## src/rtl/wb_trace_buffer.sv

```systemverilog
// ============================================================================
// Module      : wb_trace_buffer
// Description : Write-back trace FIFO. Captures {seq, inst, reg, data} records,
//               drains over valid/ready and flags a programmable result value.
//               Optional macro WB_TRACE_XZR_FILTER_EN ignores writes to reg 31.
// Revision    : 1.0 - initial release
// ============================================================================
`default_nettype none

module wb_trace_buffer #(
    parameter int WORD      = 64,
    parameter int INST_SIZE = 32,
    parameter int REG_W     = 5,
    parameter int DEPTH     = 16,
    parameter int SEQ_W     = 16
) (
    input  logic                   clk,
    input  logic                   rst,
    input  logic                   wb_valid,
    input  logic [INST_SIZE-1:0]   wb_inst,
    input  logic [REG_W-1:0]       wb_reg,
    input  logic [WORD-1:0]        wb_data,
    output logic                   out_valid,
    input  logic                   out_ready,
    output logic [SEQ_W-1:0]       out_seq,
    output logic [INST_SIZE-1:0]   out_inst,
    output logic [REG_W-1:0]       out_reg,
    output logic [WORD-1:0]        out_data,
    output logic [$clog2(DEPTH):0] level,
    output logic                   overflow,
    output logic [SEQ_W-1:0]       drop_cnt,
    input  logic                   match_en,
    input  logic [WORD-1:0]        match_value,
    output logic                   match_hit
);

    localparam int c_ADDR_W = $clog2(DEPTH);
    localparam int c_LVL_W  = c_ADDR_W + 1;
    localparam int c_REC_W  = SEQ_W + INST_SIZE + REG_W + WORD;
    localparam logic [c_LVL_W-1:0] c_FULL_LEVEL = c_LVL_W'(DEPTH);

    logic [c_REC_W-1:0]  r_mem [DEPTH];
    logic [c_ADDR_W-1:0] r_wr_ptr;
    logic [c_ADDR_W-1:0] r_rd_ptr;
    logic [c_LVL_W-1:0]  r_level;
    logic [SEQ_W-1:0]    r_seq;
    logic [SEQ_W-1:0]    r_drop_cnt;
    logic                r_overflow;
    logic                r_match_hit;

    logic                w_accept;
    logic                w_full;
    logic                w_empty;
    logic                w_pop;
    logic                w_push;
    logic                w_drop;
    logic [c_REC_W-1:0]  w_head;

`ifdef WB_TRACE_XZR_FILTER_EN
    // XZR writes are architecturally invisible, so they never reach the trace
    assign w_accept = wb_valid && (wb_reg != REG_W'(31));
`else
    assign w_accept = wb_valid;
`endif

    assign w_full  = (r_level == c_FULL_LEVEL);
    assign w_empty = (r_level == '0);
    assign w_pop   = !w_empty && out_ready;
    // A pop on the same edge frees the slot, so a full FIFO can still accept
    assign w_push  = w_accept && (!w_full || w_pop);
    assign w_drop  = w_accept && w_full && !w_pop;

    always_ff @(posedge clk) begin
        if (w_push) begin
            r_mem[r_wr_ptr] <= {r_seq, wb_inst, wb_reg, wb_data};
        end
    end

    always_ff @(posedge clk) begin
        if (rst) begin
            r_wr_ptr    <= '0;
            r_rd_ptr    <= '0;
            r_level     <= '0;
            r_seq       <= '0;
            r_drop_cnt  <= '0;
            r_overflow  <= 1'b0;
            r_match_hit <= 1'b0;
        end else begin
            if (w_push) begin
                r_wr_ptr <= r_wr_ptr + c_ADDR_W'(1);
            end
            if (w_pop) begin
                r_rd_ptr <= r_rd_ptr + c_ADDR_W'(1);
            end
            case ({w_push, w_pop})
                2'b10:   r_level <= r_level + c_LVL_W'(1);
                2'b01:   r_level <= r_level - c_LVL_W'(1);
                default: r_level <= r_level;
            endcase
            // Sequence advances on dropped records too, leaving visible gaps
            if (w_accept) begin
                r_seq <= r_seq + SEQ_W'(1);
            end
            if (w_drop) begin
                r_overflow <= 1'b1;
                if (r_drop_cnt != '1) begin
                    r_drop_cnt <= r_drop_cnt + SEQ_W'(1);
                end
            end
            r_match_hit <= w_accept && match_en && (wb_data == match_value);
        end
    end

    assign w_head = w_empty ? '0 : r_mem[r_rd_ptr];

    assign out_valid = !w_empty;
    assign {out_seq, out_inst, out_reg, out_data} = w_head;
    assign level     = r_level;
    assign overflow  = r_overflow;
    assign drop_cnt  = r_drop_cnt;
    assign match_hit = r_match_hit;

endmodule

`default_nettype wire
```

## config.mk

```make
export PLATFORM = sky130hd
export DESIGN_NAME = wb_trace_buffer
export DESIGN_NICKNAME = d
export VERILOG_FILES = /design/src/rtl/wb_trace_buffer.sv
export SDC_FILE = /design/constraint.sdc
export NUM_CORES = 2
export LEC_CHECK = 0
export BUFFER_PORTS_ARGS = -buffer_cell sky130_fd_sc_hd__buf_2
export CAP_MARGIN = 20
export CORE_ASPECT_RATIO = 0.8
export CORE_MARGIN = 1
export CORE_UTILIZATION = 29
export DETAILED_ROUTE_END_ITERATION = 6
export GPL_TIMING_DRIVEN = 0
export PLACE_DENSITY = 0.48
export REMOVE_ABC_BUFFERS = 1
export SYNTH_ARGS = -nofsm -noshare
export SYNTH_HDL_FRONTEND = slang
export SYNTH_SLANG_ARGS = --single-unit
```

## constraint.sdc

```tcl
create_clock -name clk -period 31.8 [get_ports clk]
set_input_delay 4.77 -clock clk [delete_from_list [all_inputs] [get_ports clk]]
set_output_delay 4.77 -clock clk [all_outputs]
set_load 0.01 [all_outputs]
```

==> impl_metrics.json <==
{
  "cts_buffer_depth": 4,
  "rsz0062_at_grt": "no",
  "track_usage": 0.151,
  "ys_warn_count": 0,
  "syn_area_um2": 73900,
  "via_per_inst": 4.79,
  "ioPinCount": 311,
  "timing.rr.start": "level[1]",
  "drv_slew": 0,
  "hp-start": "overflow",
  "synth_seq_cells": 1923,
  "p_per_area_nw_per_um2": 73.5,
  "h-tree-depth": 4,
  "layout_min_cycle_time_ps": 9960,
  "status": "finished clean",
  "yosysSeqAreaShare": 0.774,
  "wl_um": 195000,
  "drc": 0,
  "dpl_cell_area_um2": 82900,
  "synth_edf_count": 1872,
  "wl_met1_um": 89900,
  "async_flop_share": 0,
  "hold_class": "reg2reg",
  "fmax_mhz": 100,
  "area_growth_pct": 21.0,
  "seqCellArea_um2": 57200,
  "die-area_um2": 257000,
  "place.gp.congestion": 0.664,
  "final_cell_area_um2": 89400,
  "ant_nets": 0,
  "core_area_um2": 253000,
  "die_h_um": 454,
  "crit_required_ps": 27030,
  "drive_gt1_frac": 0.366,
  "finalCritPeriodShare": 0.313,
  "fin_nets": 3858,
  "irDropWorstVdd_v": 0.0000583,
  "grt_pass1_wl_um": 277000,
  "crit_path_start_kind": "flip-flop",
  "initial_core_util": 0.292,
  "top_layer": "met5",
  "dpl.cell_count": 6808,
  "wl_met3_um": 9770,
  "grt_max_degree": 54,
  "clk_pin_slew_worst_paths_ps": 60,
  "clock_sinks": 1923,
  "yosys.area.top_type": "edfxtp_1",
  "setup_viol": 0,
  "avgRoutedWirePerCell_um": 27.2,
  "antenna_found_initial": 38,
  "ys_types": 42,
  "path_max_fanout": 37,
  "worst_pin_slew_ps": 996,
  "grt_pass1_vias": 36100,
  "wl_met2_um": 91900,
  "first_iter_violations": 2976,
  "fin_cells": 7195,
  "cts_tree": "done",
  "yosys-top-cells-area": "edfxtp_1 (76%), mux4_2 (18%), dfxtp_1 (1.4%)",
  "synth.top_cell.area_share": 0.761,
  "insertion_delay_ps": 890,
  "finalHoldWorstSlack_ps": 459,
  "post_cts_buffers": 0,
  "fp-row-count": 165,
  "finalHoldViolCount": 0,
  "netlist_instances": 3105,
  "worstSetupEndpointType": "primary output",
  "multi_input_area_um2": 16100,
  "crit_type": "reg2out",
  "portBuffers": 310,
  "cts_buffers": 208,
  "maxCapViolations": 0,
  "firstDrtPassIters": 5,
  "synthFlopType": "edfxtp_1",
  "skew_ps": 78.7,
  "cts_hold_buffers": 0,
  "cts_root_buffer": "clkbuf_16",
  "gr-total-overflow": 0,
  "worstPathArrival_ps": 5190,
  "cts-resized-gates": 0,
  "vias": 34500,
  "slew_headroom": 0.336,
  "hpwl_um": 121000,
  "p_leak_nw": 27.4,
  "synth_area_per_cell_um2": 23.8,
  "die_w_um": 566,
  "n_fill_cell": 23300
}
==> cells in the final DEF, fill, tap and decap left out, drive strengths merged, types with 6 or more instances in the layout <==
cell type and count:
edfxtp 1872, mux4 585, buf 521, clkbuf 257
and2 117, clkinv 94, xor2 64, nor2 56
dfxtp 51, xnor2 26, nand2 24, a21oi 19
nand4 18, inv 17, bufinv 15, nand3 14
nor4 14, nor3 13, diode 10, ha 9
o21ai 7, o31ai 6, or4 6
==> state kept, by name, indices dropped and copies added (netlist names), named ones only <==
name and cells:
overflow 1, r_mem 1872, r_seq 16, r_wr_ptr 4, level 5, r_rd_ptr 4
drop_cnt 16, match_hit 1
==> synthesized netlist by cell type, drive strengths merged, types with 18 or more instances <==
master / instances
edfxtp: 1872
mux4: 585
and2: 117
clkbuf: 85
buf: 72
xor2: 64
nor2: 56
dfxtp: 51
xnor2: 26
nand2: 24
a21oi: 19
nand4: 18
==> where the power goes <==
group | total [mW] | switching [mW] | leakage [nW] | internal [mW]
Clock | 2.32 | 0.988 | 3.14 | 1.33
Sequential | 2.86 | 0.0291 | 17.2 | 2.83
Combinational | 1.40 | 0.720 | 7.10 | 0.681
==> metrics by stage <==
step,total power [mW],setup slack [ps],utilization,TNS [ps]
2_1_floorplan,4.37,6520,-,0
3_3_place_gp,5.34,-5160,0.312,-563870
3_5_place_dp,4.37,22470,0.328,0
4_1_cts,6.70,21540,0.353,0
5_1_grt,6.85,21380,0.353,0
6_report,6.57,21840,0.353,0
==> area by class of cell <==
type                    count  share of cell area
clock buffers             257              0.0606
repair buffers            521              0.0602
clock inverters           119              0.0115
well taps                3340              0.0467
diodes                     10            0.000280
multi-input cells        1013               0.180
flip-flops and latches   1923               0.640
inverters                  12            0.000504
==> critical path, stage by stage (launching register included) <==
cell and delay [ps]:
dfxtp_4 680, buf_12 290, buf_16 300, buf_16 310, buf_16 300, buf_16 290
buf_12 260, buf_16 310, mux4_2 560, mux4_2 450, and2_1 240, buf_2 170
==> cells by family after synthesis <==
kind of cell | count (synthesis) | share of synthesized area
AOI/OAI and AO/OA | 44 | 0.00359
xor gates and xnor gates | 90 | 0.0107
adders and majority gates | 9 | 0.00152
buffers and inverters | 169 | 0.00962
DFF | 1923 | 0.774
muxes | 591 | 0.179
and+or+nand+nor | 279 | 0.0211
==> worst paths after layout <==
path	to	slack [ps]	cells after the start
setup / recovery	out_inst[24]	21840	11
hold / removal	overflow	460	2
setup reg to reg	r_mem[2][87]	27860	12
hold reg to reg	overflow	460	2
==> layer usage <==
layer	track usage	vias up
met4	0.0304	18
met3	0.0258	257
li1	-	14400
met2	0.240	823
met1	0.218	18900
met5	0	-
(Power assumes the default switching activity.)
